**src/rtl/code_bus_arbiter_pkg.sv**
```systemverilog
// Shared types for the code-memory bus arbiter: owner tags for the returning read slot.
// Also provides the starvation-counter width helper.
package code_bus_arbiter_pkg;

    typedef enum logic [1:0] {
        OWN_NONE   = 2'd0,
        OWN_FETCH  = 2'd1,
        OWN_EXT_RD = 2'd2
    } owner_t;

    function automatic int starve_width(input int limit);
        return (limit < 1) ? 1 : $clog2(limit + 1);
    endfunction

endpackage

```
**src/rtl/code_bus_arbiter.sv**
```systemverilog
// Shares the single-port code memory between instruction fetch (default owner) and an external port.
// Latency: grant/mux combinational, read data returns 1 cycle after the address cycle.
// Backpressure: ext_req waits on ext_gnt; fetch is stalled on every ext grant, forced through after STARVE_LIMIT.
module code_bus_arbiter
    import code_bus_arbiter_pkg::*;
#(
    parameter int ADDR_SIZE    = 18,
    parameter int WORD_SIZE    = 18,
    parameter int STARVE_LIMIT = 4
) (
    input  logic                 clock,
    input  logic                 reset,
    input  logic [ADDR_SIZE-1:0] fetch_addr,
    output logic                 fetch_stall,
    output logic [WORD_SIZE-1:0] fetch_data,
    output logic                 fetch_valid,
    input  logic                 ext_req,
    input  logic                 ext_we,
    input  logic [ADDR_SIZE-1:0] ext_addr,
    input  logic [WORD_SIZE-1:0] ext_wdata,
    output logic                 ext_gnt,
    output logic [WORD_SIZE-1:0] ext_rdata,
    output logic                 ext_rvalid,
    output logic [ADDR_SIZE-1:0] mem_addr,
    output logic                 mem_we,
    output logic [WORD_SIZE-1:0] mem_wdata,
    input  logic [WORD_SIZE-1:0] mem_rdata
);

    localparam int            CW    = starve_width(STARVE_LIMIT);
    localparam logic [CW-1:0] LIMIT = CW'(STARVE_LIMIT);

    logic [CW-1:0] starve_cnt;
    logic [CW-1:0] starve_d;
    owner_t        owner_q;
    owner_t        owner_d;
    logic          gnt;

    // Gating with reset keeps a write from reaching memory while reset is held low.
    assign gnt = reset & ext_req & (starve_cnt < LIMIT);

    always_ff @(posedge clock or negedge reset) begin
        if (!reset) begin
            starve_cnt <= '0;
            owner_q    <= OWN_NONE;
        end else begin
            starve_cnt <= starve_d;
            owner_q    <= owner_d;
        end
    end

    // Any fetch-owned cycle clears the count, so fetch gets exactly one slot per starvation event.
    always_comb begin
        starve_d = '0;
        owner_d  = OWN_FETCH;
        if (gnt) begin
            starve_d = starve_cnt + 1'b1;
            owner_d  = ext_we ? OWN_NONE : OWN_EXT_RD;
        end
    end

    always_comb begin
        ext_gnt     = gnt;
        fetch_stall = gnt;
        mem_addr    = gnt ? ext_addr : fetch_addr;
        mem_we      = gnt & ext_we;
        mem_wdata   = gnt ? ext_wdata : '0;
        fetch_valid = (owner_q == OWN_FETCH);
        ext_rvalid  = (owner_q == OWN_EXT_RD);
        fetch_data  = mem_rdata;
        ext_rdata   = mem_rdata;
    end

endmodule
```
**config.mk**
```make
export PLATFORM = sky130hd
export DESIGN_NAME = code_bus_arbiter
export DESIGN_NICKNAME = d
export VERILOG_FILES = /design/src/rtl/code_bus_arbiter_pkg.sv /design/src/rtl/code_bus_arbiter.sv
export SDC_FILE = /design/constraint.sdc
export NUM_CORES = 1
export LEC_CHECK = 0
export CORE_ASPECT_RATIO = 2
export CORE_MARGIN = 2
export CORE_UTILIZATION = 21
export DETAILED_ROUTE_END_ITERATION = 8
export PLACE_DENSITY = 0.89
export SYNTH_ARGS = -nofsm -noshare
export SYNTH_HDL_FRONTEND = slang
export SYNTH_SLANG_ARGS = --single-unit
```
**constraint.sdc**
```tcl
create_clock -name clock -period 1.6 [get_ports clock]
set_input_delay 0.32 -clock clock [delete_from_list [all_inputs] [get_ports clock]]
set_output_delay 0.32 -clock clock [all_outputs]
set_load 0.1 [all_outputs]
```
==> summary.txt <==
Outcome
  – Status: complete, but fails checks
  – Failing checks: setup timing

Detailed routing
  – Drt initial violations: 4
  – Post-DR wirelength/cell: between 10 and 15 um
  – Via count: 857
  – DRT Pass-1 Iters: 2
  – Post-DR vias/cell: around 4
  – DRC viols: 0
  – Post-route ant nets: 0
  – Detailed Route WL: just over 3000 um

Critical path
  – R2R setup slack: around 0.6 ns
  – Critical path depth: 4
  – Reg2reg end: starve_cnt[2]$_DFF_PN0_
  – Worst path top cell family by delay: buffers and inverters
  – R2R depth: 4
  – Worst Path Max Fanout: 10
  – Startpoint Class: flip-flop
  – CP Class: reg -> out
  – Worst-path cell chain: nand3b_4, buf_12, mux2_4, buf_12
  – WP data arrival: about 1.5 ns
  – Worst Path Required: 1.28 ns
  – Crit-path slowest cell: dfrtp_1
  – CP peak stage delay: 0.35 ns
  – Crit end category: output pin
  – Reg2reg start: starve_cnt[2]$_DFF_PN0_
  – Buffer and inverter count on the worst path: 2
  – Worst path most repeated cell: buf_12

Global route
  – Number of antenna violations at the first check in global routing: 0
  – First-pass GRT wire length: between 4000 and 5000 um
  – GRT Overall Usage: approximately 13%
  – Vias in the first global route: 956
  – Gr ovfl total: 0
  – Largest net degree at the start of global routing: 22

Place
  – Pre-CTS WS: -0.360 ns
  – IO Port Bufs: 98
  – Hpwl dp: approximately 2600 um
  – Routability congestion estimate: 0.689

Yosys
  – Synth Area in Simple Gates: 19.3%
  – Ys Warns: 0
  – Synth area leader: buf_4
  – Post-synthesis sequential area ratio: around 14%
  – Area share of fa/ha/maj cells after synthesis: under 10%
  – Mapped Nets: ~170
  – Yosys reg bits: 5
  – Most numerous cell in the Yosys netlist: buf_4
  – Syn Std Cell Area: 890 um2
  – Compound-Gate Fraction of Synth Area: 0%
  – Post-Synth XOR/XNOR Area: 0%
  – Synth top area share: 31.2%
  – Post-synth ARST share: 100%
  – Post-synthesis mux area share: 30.0%
  – Cells after synthesis: 92
  – Avg Synthesized Cell Area: 9.67 um2
  – Synth top cells by count: 37 x buf_4, 21 x and2_1, 17 x mux2_4
  – Largest family of logic cells by synthesized area: buffers and inverters
  – Post-synth EDFFs: 0
  – Distinct cells, synth: 13
  – Ys flop type: dfrtp_1
  – Largest cells by area after synthesis: buf_4 31%, mux2_4 29%, and2_1 15%

Clocking
  – Clock Latency Late Sink: between 0.2 and 0.25 ns
  – CTS tree: yes
  – Num CTS Buffers: 3
  – H-tree Lvls: 1
  – Post-CTS Hold Buffers: 0
  – Clk Tree Root Cell: clkbuf_8
  – CTS clk-pin slew, worst paths: 0.04 ns
  – Clock Sinks: 5
  – CTS Buffer Depth: 2

Die
  – DIE WIDTH: about 50 um
  – I/O Pins: 153
  – Row count: 33
  – Total die area: around 4800 um2
  – Initial Util: a little over a fifth
  – Die span in y: approximately 96 um
  – Core region area: 4090 um2

Timing
  – Worst Skew: 0.00123 ns
  – Final setup vio count: 39
  – PnR worst setup slack: -0.223 ns
  – Slew @ Worst Pin: around 0.22 ns
  – Final worst path period need: between 1.5 and 2 ns
  – Final worst-path cycle share: 114%
  – Worst relative slew slack: 85.0%
  – RSZ-0062 raised after global routing: yes
  – Max-slew violation count: 0
  – Fmax: between 500 and 600 MHz
  – Final hold violations: 0

Layout
  – Layout area overhead: 152%
  – Final core occ: between 50 and 60%
  – Fill cell count: slightly above 300
  – # diodes: 0
  – Fraction of layout cells with a size suffix above 1: around 57%
  – Layout net count: 240

Power
  – Leak Pwr: just over 1 nW
  – Power per cell area: slightly above 600 nW/um2
  – Worst VDD drop: ~0.00052 V

Job
  – Max_cap viols: 0

Hold path
  – Hold Path Class: in -> async
## power by group
part	internal (mW)	switching, mW	leakage, nW
Clock	0.172	0.0764	0.0228
Sequential	0.132	0.00232	0.0645
Combinational	0.450	0.566	0.941
## cells in the final DEF (no fill, tap or decap), drive strengths merged
cell and n:
ha 1, nor2 2, nand3b 1, dfrtp 5, mux2 18, buf 50
inv 1, nor2b 2, clkbuf 4, dlygate4sd2 2, clkdlybuf4s50 55, and2 21
## layer usage
| layer | up-vias | track usage [%] | share of wire (%) |
|---|---|---|---|
| met3 | 17 | 5.59 | 12 |
| met4 | 0 | 8.10 | 2.5 |
| li1 | 394 | - | - |
| met1 | 378 | 9.94 | 24 |
| met2 | 68 | 27.0 | 62 |
| met5 | - | 0 | 0 |
## worst reg2reg max path: stages, from the launching register on
cell and delay (ns):
dfrtp_1 0.35, nand3b_4 0.24, inv_2 0.12, buf_4 0.11
and2_1 0.11
## cells by family after synthesis
group / count (synthesis)
simple gates: 26
buf+inv: 42
mux: 18
fa+ha+maj: 1
flops: 5
## final cells by class
| type | instances | area (um2) | share of cell area, % |
|---|---|---|---|
| clock buffers | 4 | 45.0 | 2.01 |
| well taps | 52 | 65.1 | 2.90 |
| flip-flops and latches | 5 | 125 | 5.57 |
| inverters | 1 | 3.75 | 0.167 |
| repair buffers | 107 | 1520 | 67.6 |
| multi-input cells | 45 | 488 | 21.7 |
## what timing repair did
action                                  CTS  global route
cloned                                    1             0
gates resized for setup                   5             1
endpoints found under the setup margin   39            39
setup buffers                             1             0
## state kept, by name, indices dropped and copies added, names as in the netlist
name / cells
owner_q: 2
starve_cnt: 3
## through the flow
step	instance area [um2]	instances	TNS (ns)	power [mW]	hold WS, ns
3_5_place_dp	2170	209	-13.32	1.15	0.448
4_1_cts	2240	214	-8.07	1.41	0.191
2_1_floorplan	930	92	-0.939	1.12	0.0244
3_3_place_gp	2170	209	-12.72	1.14	0.420
6_report	2240	214	-6.80	1.40	0.197
5_1_grt	2240	214	-8.76	1.44	0.215
## worst max-delay path by stage
stage,slack (ns),end,from
2_1_floorplan,-0.41,ext_rvalid,owner_q[0]$_DFF_PN0_
3_3_place_gp,-0.35,mem_addr[4],reset
3_5_place_dp,-0.36,mem_addr[9],reset
4_1_cts,-0.23,mem_addr[10],starve_cnt[2]$_DFF_PN0_
5_1_grt,-0.27,mem_addr[10],starve_cnt[2]$_DFF_PN0_
6_report,-0.22,mem_addr[10],starve_cnt[2]$_DFF_PN0_
No activity file was read; power rests on OpenSTA's default activity.
